### config.mk
export PLATFORM = sky130hd
export DESIGN_NAME = regfile_wr_arbiter_flat
export DESIGN_NICKNAME = d
export VERILOG_FILES = /design/src/rtl/regfile_wr_arbiter_if.sv /design/src/rtl/regfile_wr_arbiter.sv /design/src/flat_wrapper.sv
export SDC_FILE = /design/constraint.sdc
export NUM_CORES = 1
export LEC_CHECK = 0
export CAP_MARGIN = 30
export CORE_UTILIZATION = 50
export CTS_CLUSTER_DIAMETER = 50
export DETAILED_ROUTE_END_ITERATION = 8
export DONT_BUFFER_PORTS = 1
export PLACE_DENSITY_LB_ADDON = 0.3
export SLEW_MARGIN = 10
export SYNTH_ARGS = -nofsm -noshare
export SYNTH_HDL_FRONTEND = slang
export SYNTH_SLANG_ARGS = --single-unit
### constraint.sdc
create_clock -name clk -period 3.15 [get_ports clk]
set_input_delay 0.4725 -clock clk [delete_from_list [all_inputs] [get_ports clk]]
set_output_delay 0.4725 -clock clk [all_outputs]
set_load 0.01 [all_outputs]
### src/rtl/regfile_wr_arbiter_if.sv
// Bundle of the register-file write-port arbiter signals: pipeline writeback,
// multi-cycle result handshake, regfile write port and decode hazard query.
interface regfile_wr_arbiter_if #(
  parameter int DW    = 32,
  parameter int AW    = 5,
  parameter int DEPTH = 4
);
  localparam int CW = $clog2(DEPTH) + 1;

  logic          a_we;
  logic [AW-1:0] a_addr;
  logic [DW-1:0] a_data;
  logic          b_valid;
  logic          b_ready;
  logic [AW-1:0] b_addr;
  logic [DW-1:0] b_data;
  logic          rf_we;
  logic [AW-1:0] rf_waddr;
  logic [DW-1:0] rf_wdata;
  logic [AW-1:0] raddr1;
  logic [AW-1:0] raddr2;
  logic          pend1;
  logic          pend2;
  logic          stall_o;
  logic [CW-1:0] fifo_cnt;

  modport master (
    output a_we, a_addr, a_data, b_valid, b_addr, b_data, raddr1, raddr2,
    input  b_ready, rf_we, rf_waddr, rf_wdata, pend1, pend2, stall_o, fifo_cnt
  );

  modport slave (
    input  a_we, a_addr, a_data, b_valid, b_addr, b_data, raddr1, raddr2,
    output b_ready, rf_we, rf_waddr, rf_wdata, pend1, pend2, stall_o, fifo_cnt
  );
endinterface

### src/rtl/regfile_wr_arbiter.sv
// Shares the regfile write port: pipeline writeback always wins, multi-cycle
// results queue in a small FIFO with WAW kill, hazard reporting and starvation stall.
module regfile_wr_arbiter #(
  parameter int DW           = 32,
  parameter int AW           = 5,
  parameter int DEPTH        = 4,
  parameter int STARVE_LIMIT = 4
) (
  input  logic                 clk,
  input  logic                 rst,
  regfile_wr_arbiter_if.slave  bus
);
  localparam int PW = $clog2(DEPTH);
  localparam int CW = PW + 1;
  localparam int SW = $clog2(STARVE_LIMIT + 1);

  logic [DEPTH-1:0] r_live;
  logic [AW-1:0]    r_addr [DEPTH];
  logic [DW-1:0]    r_data [DEPTH];
  logic [PW-1:0]    r_wr_ptr;
  logic [PW-1:0]    r_rd_ptr;
  logic [CW-1:0]    r_count;
  logic [SW-1:0]    r_starve;
  logic             r_stall;

  logic          w_a_win;
  logic          w_not_empty;
  logic          w_head_live;
  logic          w_head_wr;
  logic          w_pop;
  logic          w_b_ready;
  logic          w_enq;
  logic          w_enq_live;
  logic [SW-1:0] w_starve_nxt;
  logic          w_we;
  logic [AW-1:0] w_waddr;
  logic [DW-1:0] w_wdata;
  logic          w_pend1;
  logic          w_pend2;

  assign w_a_win     = bus.a_we && (bus.a_addr != '0);
  assign w_not_empty = (r_count != '0);
  assign w_head_live = w_not_empty && r_live[r_rd_ptr];
  assign w_head_wr   = w_head_live && !w_a_win;
  // A killed head leaves even while A owns the port; a live one only when A is idle.
  assign w_pop       = w_not_empty && (!r_live[r_rd_ptr] || !w_a_win);
  assign w_b_ready   = (r_count < CW'(DEPTH));
  assign w_enq       = bus.b_valid && w_b_ready && (bus.b_addr != '0);
  assign w_enq_live  = !(w_a_win && (bus.b_addr == bus.a_addr));

  always_comb begin
    w_starve_nxt = r_starve;
    if (w_head_wr)
      w_starve_nxt = '0;
    else if (w_head_live && w_a_win && (r_starve != SW'(STARVE_LIMIT)))
      w_starve_nxt = r_starve + 1'b1;
  end

  always_comb begin
    w_we    = 1'b0;
    w_waddr = '0;
    w_wdata = '0;
    if (w_a_win) begin
      w_we    = 1'b1;
      w_waddr = bus.a_addr;
      w_wdata = bus.a_data;
    end else if (w_head_live) begin
      w_we    = 1'b1;
      w_waddr = r_addr[r_rd_ptr];
      w_wdata = r_data[r_rd_ptr];
    end
  end

  // The entry draining this cycle still reports pending; bypass covers it.
  always_comb begin
    w_pend1 = 1'b0;
    w_pend2 = 1'b0;
    for (int i = 0; i < DEPTH; i++) begin
      if (r_live[i] && (r_addr[i] == bus.raddr1) && (bus.raddr1 != '0)) w_pend1 = 1'b1;
      if (r_live[i] && (r_addr[i] == bus.raddr2) && (bus.raddr2 != '0)) w_pend2 = 1'b1;
    end
  end

  assign bus.rf_we    = rst && w_we;
  assign bus.rf_waddr = rst ? w_waddr : '0;
  assign bus.rf_wdata = rst ? w_wdata : '0;
  assign bus.b_ready  = rst && w_b_ready;
  assign bus.pend1    = rst && w_pend1;
  assign bus.pend2    = rst && w_pend2;
  assign bus.stall_o  = r_stall;
  assign bus.fifo_cnt = r_count;

  always_ff @(posedge clk) begin
    if (!rst) begin
      r_live   <= '0;
      r_wr_ptr <= '0;
      r_rd_ptr <= '0;
      r_count  <= '0;
      r_starve <= '0;
      r_stall  <= 1'b0;
    end else begin
      if (w_a_win) begin
        for (int i = 0; i < DEPTH; i++)
          if (r_addr[i] == bus.a_addr) r_live[i] <= 1'b0;
      end
      if (w_pop) begin
        r_live[r_rd_ptr] <= 1'b0;
        r_rd_ptr         <= r_rd_ptr + 1'b1;
      end
      if (w_enq) begin
        r_live[r_wr_ptr] <= w_enq_live;
        r_wr_ptr         <= r_wr_ptr + 1'b1;
      end
      r_count  <= r_count + CW'(w_enq) - CW'(w_pop);
      r_starve <= w_starve_nxt;
      if (w_head_wr)
        r_stall <= 1'b0;
      else if (w_starve_nxt == SW'(STARVE_LIMIT))
        r_stall <= 1'b1;
    end
  end

  always_ff @(posedge clk) begin
    if (w_enq && rst) begin
      r_addr[r_wr_ptr] <= bus.b_addr;
      r_data[r_wr_ptr] <= bus.b_data;
    end
  end
endmodule
### src/flat_wrapper.sv
// flat-port wrapper written by rule: the top's interface ports become plain ports
module regfile_wr_arbiter_flat 
#(
  parameter int DW           = 32,
  parameter int AW           = 5,
  parameter int DEPTH        = 4,
  parameter int STARVE_LIMIT = 4
)
  (clk, rst, bus_a_we, bus_a_addr, bus_a_data, bus_b_valid, bus_b_addr, bus_b_data, bus_raddr1, bus_raddr2, bus_b_ready, bus_rf_we, bus_rf_waddr, bus_rf_wdata, bus_pend1, bus_pend2, bus_stall_o, bus_fifo_cnt);
  regfile_wr_arbiter_if #(.DW(DW), .AW(AW), .DEPTH(DEPTH)) bus_i ();
  input  logic clk;
  input  logic rst;
  input wire logic [$bits(bus_i.a_we)-1:0] bus_a_we;
  input wire logic [$bits(bus_i.a_addr)-1:0] bus_a_addr;
  input wire logic [$bits(bus_i.a_data)-1:0] bus_a_data;
  input wire logic [$bits(bus_i.b_valid)-1:0] bus_b_valid;
  input wire logic [$bits(bus_i.b_addr)-1:0] bus_b_addr;
  input wire logic [$bits(bus_i.b_data)-1:0] bus_b_data;
  input wire logic [$bits(bus_i.raddr1)-1:0] bus_raddr1;
  input wire logic [$bits(bus_i.raddr2)-1:0] bus_raddr2;
  output wire logic [$bits(bus_i.b_ready)-1:0] bus_b_ready;
  output wire logic [$bits(bus_i.rf_we)-1:0] bus_rf_we;
  output wire logic [$bits(bus_i.rf_waddr)-1:0] bus_rf_waddr;
  output wire logic [$bits(bus_i.rf_wdata)-1:0] bus_rf_wdata;
  output wire logic [$bits(bus_i.pend1)-1:0] bus_pend1;
  output wire logic [$bits(bus_i.pend2)-1:0] bus_pend2;
  output wire logic [$bits(bus_i.stall_o)-1:0] bus_stall_o;
  output wire logic [$bits(bus_i.fifo_cnt)-1:0] bus_fifo_cnt;
  assign bus_i.a_we = bus_a_we;
  assign bus_i.a_addr = bus_a_addr;
  assign bus_i.a_data = bus_a_data;
  assign bus_i.b_valid = bus_b_valid;
  assign bus_i.b_addr = bus_b_addr;
  assign bus_i.b_data = bus_b_data;
  assign bus_i.raddr1 = bus_raddr1;
  assign bus_i.raddr2 = bus_raddr2;
  assign bus_b_ready = bus_i.b_ready;
  assign bus_rf_we = bus_i.rf_we;
  assign bus_rf_waddr = bus_i.rf_waddr;
  assign bus_rf_wdata = bus_i.rf_wdata;
  assign bus_pend1 = bus_i.pend1;
  assign bus_pend2 = bus_i.pend2;
  assign bus_stall_o = bus_i.stall_o;
  assign bus_fifo_cnt = bus_i.fifo_cnt;
  regfile_wr_arbiter #(.DW(DW), .AW(AW), .DEPTH(DEPTH), .STARVE_LIMIT(STARVE_LIMIT)) u_core (.clk(clk), .rst(rst), .bus(bus_i));
endmodule
==> impl_metrics.csv <==
group,metric,value,unit
floorplanning,std_cell_rows,45,
detailed_routing,avgViaCountPerCell,6.040,
place,gp_congestion,0.8825,
logic_synthesis,synth-edff-count,148,
timing,final.min_clock_period,2.781,ns
final_layout,mostFrequentLayoutCell,"sky130_fd_sc_hd__edfxtp_1",
grt,grt_pass1_wl,24640,um
place,numPortBuffers,0,
critical_path,worst-endpoint-required,2.68,ns
timing,final_max_slew_viol_count,0,
clock_tree,cts_repair_resize_count,0,
power,p_sw,1.660,mW
power,cellInternalPower,4.410,mW
grt,grt_start_max_net_pins,63,
clock_tree,tritoncts,"done",
grt,grt_pass1_vias,4388,
clock_tree,clk_path_buf_depth,2,
power,power_switching_share,0.2735,
logic_synthesis,yosysSeqAreaShare,0.6166,
run,max_cap_violations,0,
logic_synthesis,synth_async_sr_flop_share,0,
timing,final_min_period_over_clock_period,0.8829,
grt,globalRouteTotalUtil,0.2123,
grt,gr-total-overflow,0,
place,postPlaceCellArea,7948,um^2
logic_synthesis,postSynth.topFlopCell,"sky130_fd_sc_hd__edfxtp_1",
critical_path,start_kind,"input pin",
final_layout,nNetsFinal,592,
critical_path,crit_path_category,"in -> out",
run_status,run_status,"complete, no violations",
detailed_routing,dr_total_vias,4180,
place,hpwl,10650,um
clock_tree,cts-buffers-inserted,17,
timing,whs,0.1444,ns
final_layout,number_of_antenna_repair_diodes,0,
clock_tree,clk_transition_reported_paths,0.07,ns
critical_path,critPathMaxFanout,36,
timing,grt_setup_unrepaired,"no",
final_layout,drive_above_1_share,0.1726,
power,power_density,710.9,nW/um^2
critical_path,worstSetupEndpointType,"output port",
timing,post-route-worst-setup-slack,0.3688,ns
floorplanning,total_core_area,15200,um^2
logic_synthesis,yosys-top-cells-area,"sky130_fd_sc_hd__edfxtp_1 (57%), sky130_fd_sc_hd__mux4_2 (11%), sky130_fd_sc_hd__dfxtp_1 (4.4%)",
final_layout,area_delta_synth_final,10.03,%
logic_synthesis,netlist-cell-type-count,43,
power,p_total,6.070,mW
final_layout,layout.filler_cells,1174,
logic_synthesis,post-synth-top-area-cell,"sky130_fd_sc_hd__edfxtp_1",
grt,grt_antenna_before_repair,0,
logic_synthesis,yosys_warnings,0,
critical_path,cp_data_arrival_time,2.31,ns
floorplanning,starting_utilization_of_the_core_area,0.5105,
floorplanning,die-area,16020,um^2
power,ir_drop,0.0006413,V
logic_synthesis,synthDominantCellAreaShare,0.5727,
floorplanning,die_h,126.6,um
detailed_routing,drt_iter0_drc,330,
timing,timing.max_slew.rel_slack,0.5095,
place,post_place_setup_slack,0.3510,ns
min_path,worst_hold_path_type,"in -> reg",
power,combPwrFrac,0.213,
logic_synthesis,synth.ff_latch_count,165,
power,p_leak,2.684,nW
timing,clock-skew-final,0.01248,ns
clock_tree,tritoncts_sink_count,165,
clock_tree,cts_setup_buffers,0,
detailed_routing,drt-total-wl,15900,um
clock_tree,cts.root.buffer_cell,"sky130_fd_sc_hd__clkbuf_16",
detailed_routing,route.detailed.wl_per_inst,22.98,um
final_layout,layout_common_cells,"sky130_fd_sc_hd__edfxtp_1 (148), sky130_fd_sc_hd__nor2b_1 (40), sky130_fd_sc_hd__mux4_2 (38), sky130_fd_sc_hd__a22oi_1 (37), sky130_fd_sc_hd__xnor2_1 (35)",
clock_tree,post_cts_hold_buffer_count,0,
power,power_frac_seq,0.447,
power,power.clock.fraction,0.339,
logic_synthesis,synth_nets,602,
timing,hold_violations,0,
floorplanning,die_w,126.6,um
logic_synthesis,cell_area_after_synthesis,7760,um^2
floorplanning,num_io_pins,133,
detailed_routing,drt_pass_1_iters,4,
timing,fin_setup_tns,0,ns
critical_path,ff2ff_setup_slack,0.57,ns
timing,setup-violations-final,0,
clock_tree,htreeDepth,4,
clock_tree,clock_latency,0.42,ns
logic_synthesis,synth_cells,501,
final_layout,fin_area,8538,um^2
timing,maxClockFrequency,359.6,MHz
detailed_routing,remaining_drc_errors,0,
timing,worst_pin_slew,0.7263,ns
detailed_routing,antenna_left,0,
logic_synthesis,syn-mean-instance-area,15.49,um^2
-- power groups by stage --
stage / sequential, mW / clock (mW) / combinational, mW
floorplan: 2.66 / 0 / 1.12
global placement: 2.76 / 0 / 1.28
detailed placement: 2.77 / 0 / 1.31
CTS: 2.72 / 2.09 / 1.32
global route: 2.74 / 2.18 / 1.43
finish: 2.71 / 2.06 / 1.30
-- layer usage --
metal | vias up | part of all wire | routed length [um] | GRT usage
li1 | 1909 | - | - | -
met1 | 2087 | 0.39 | 6243 | 0.2630
met2 | 170 | 0.52 | 8275 | 0.3614
met3 | 14 | 0.075 | 1199 | 0.06326
met4 | 0 | 0.011 | 180 | 0.06308
met5 | - | 0 | 0 | 0
-- cells by family (layout without fill, tap and decap cells) --
logic type | count (synthesis) | after routing | share of synthesized area
AOI/OAI and AO/OA | 70 | 70 | 0.06772
xor gates and xnor gates | 69 | 69 | 0.07788
adders and majority gates | 13 | 13 | 0.02193
buffers and inverters | 49 | 52 | 0.02983
DFF | 165 | 165 | 0.6166
muxes | 40 | 40 | 0.1129
and+or+nand+nor | 95 | 95 | 0.07320
-- worst max-delay path, cell delays in order --
cell                      delay (ns)
sky130_fd_sc_hd__or4_4          0.53
sky130_fd_sc_hd__o21a_2         0.24
sky130_fd_sc_hd__buf_4          0.27
sky130_fd_sc_hd__nor2_4         0.16
sky130_fd_sc_hd__buf_4          0.27
sky130_fd_sc_hd__a22oi_1        0.11
sky130_fd_sc_hd__nor2b_1        0.24
-- flip-flops by register name, indices dropped and copies added (netlist names), named ones only --
register and cells:
u_core.r_starve 3, u_core.r_data 128, u_core.r_wr_ptr 2, u_core.bus.fifo_cnt 3, u_core.bus.stall_o 1, u_core.r_rd_ptr 2, u_core.r_live 4, u_core.r_addr 20
-- through the flow --
step / utilization / std cells
6_report: 0.5616 / 692
5_1_grt: 0.5616 / 692
4_1_cts: 0.5616 / 692
3_5_place_dp: 0.5228 / 660
3_3_place_gp: 0.5175 / 656
2_1_floorplan: - / 501
-- layout make-up --
| type | instances | area, um^2 | area share |
|---|---|---|---|
| Sequential cell | 165 | 4787 | 0.5607 |
| Clock inverter | 15 | 165.2 | 0.01934 |
| Multi-Input combinational cell | 287 | 2750 | 0.3221 |
| Tap cell | 188 | 235.2 | 0.02755 |
| Timing Repair Buffer | 10 | 137.6 | 0.01612 |
| Inverter | 10 | 37.54 | 0.004396 |
| Clock buffer | 17 | 425.4 | 0.04982 |
-- synthesized netlist by cell type, types with 2 or more instances --
master	instances
sky130_fd_sc_hd__xor2_1	34
sky130_fd_sc_hd__a221o_1	4
sky130_fd_sc_hd__edfxtp_1	148
sky130_fd_sc_hd__nand2_1	12
sky130_fd_sc_hd__a22oi_1	37
sky130_fd_sc_hd__a21boi_0	3
sky130_fd_sc_hd__clkbuf_1	26
sky130_fd_sc_hd__nor3b_1	2
sky130_fd_sc_hd__xnor2_1	35
sky130_fd_sc_hd__dfxtp_1	17
sky130_fd_sc_hd__a31oi_1	5
sky130_fd_sc_hd__nor4_1	8
sky130_fd_sc_hd__and2_1	8
sky130_fd_sc_hd__or4_1	3
sky130_fd_sc_hd__inv_1	10
sky130_fd_sc_hd__o311ai_0	4
sky130_fd_sc_hd__mux2i_1	2
sky130_fd_sc_hd__and3_1	6
sky130_fd_sc_hd__mux4_2	38
sky130_fd_sc_hd__o21ai_0	8
sky130_fd_sc_hd__nand3_1	9
sky130_fd_sc_hd__buf_6	5
sky130_fd_sc_hd__nor2b_1	40
sky130_fd_sc_hd__nand4_1	2
sky130_fd_sc_hd__buf_1	2
sky130_fd_sc_hd__ha_1	12
sky130_fd_sc_hd__buf_2	5
-- worst paths after layout --
check                                        from                                end  depth (start not counted)
setup / recovery                    bus_a_addr[0]                   bus_rf_wdata[21]                          7
hold reg to reg     u_core.r_starve[0]$_SDFF_PN0_      u_core.r_starve[0]$_SDFF_PN0_                          2
setup reg to reg  u_core.r_rd_ptr[0]$_SDFFE_PN0N_  u_core.bus.fifo_cnt[2]$_SDFF_PN0_                          9
hold / removal                     bus_b_data[22]     u_core.r_data[3][22]$_DFFE_PP_                          0
No activity file was read; power rests on OpenSTA's default activity.
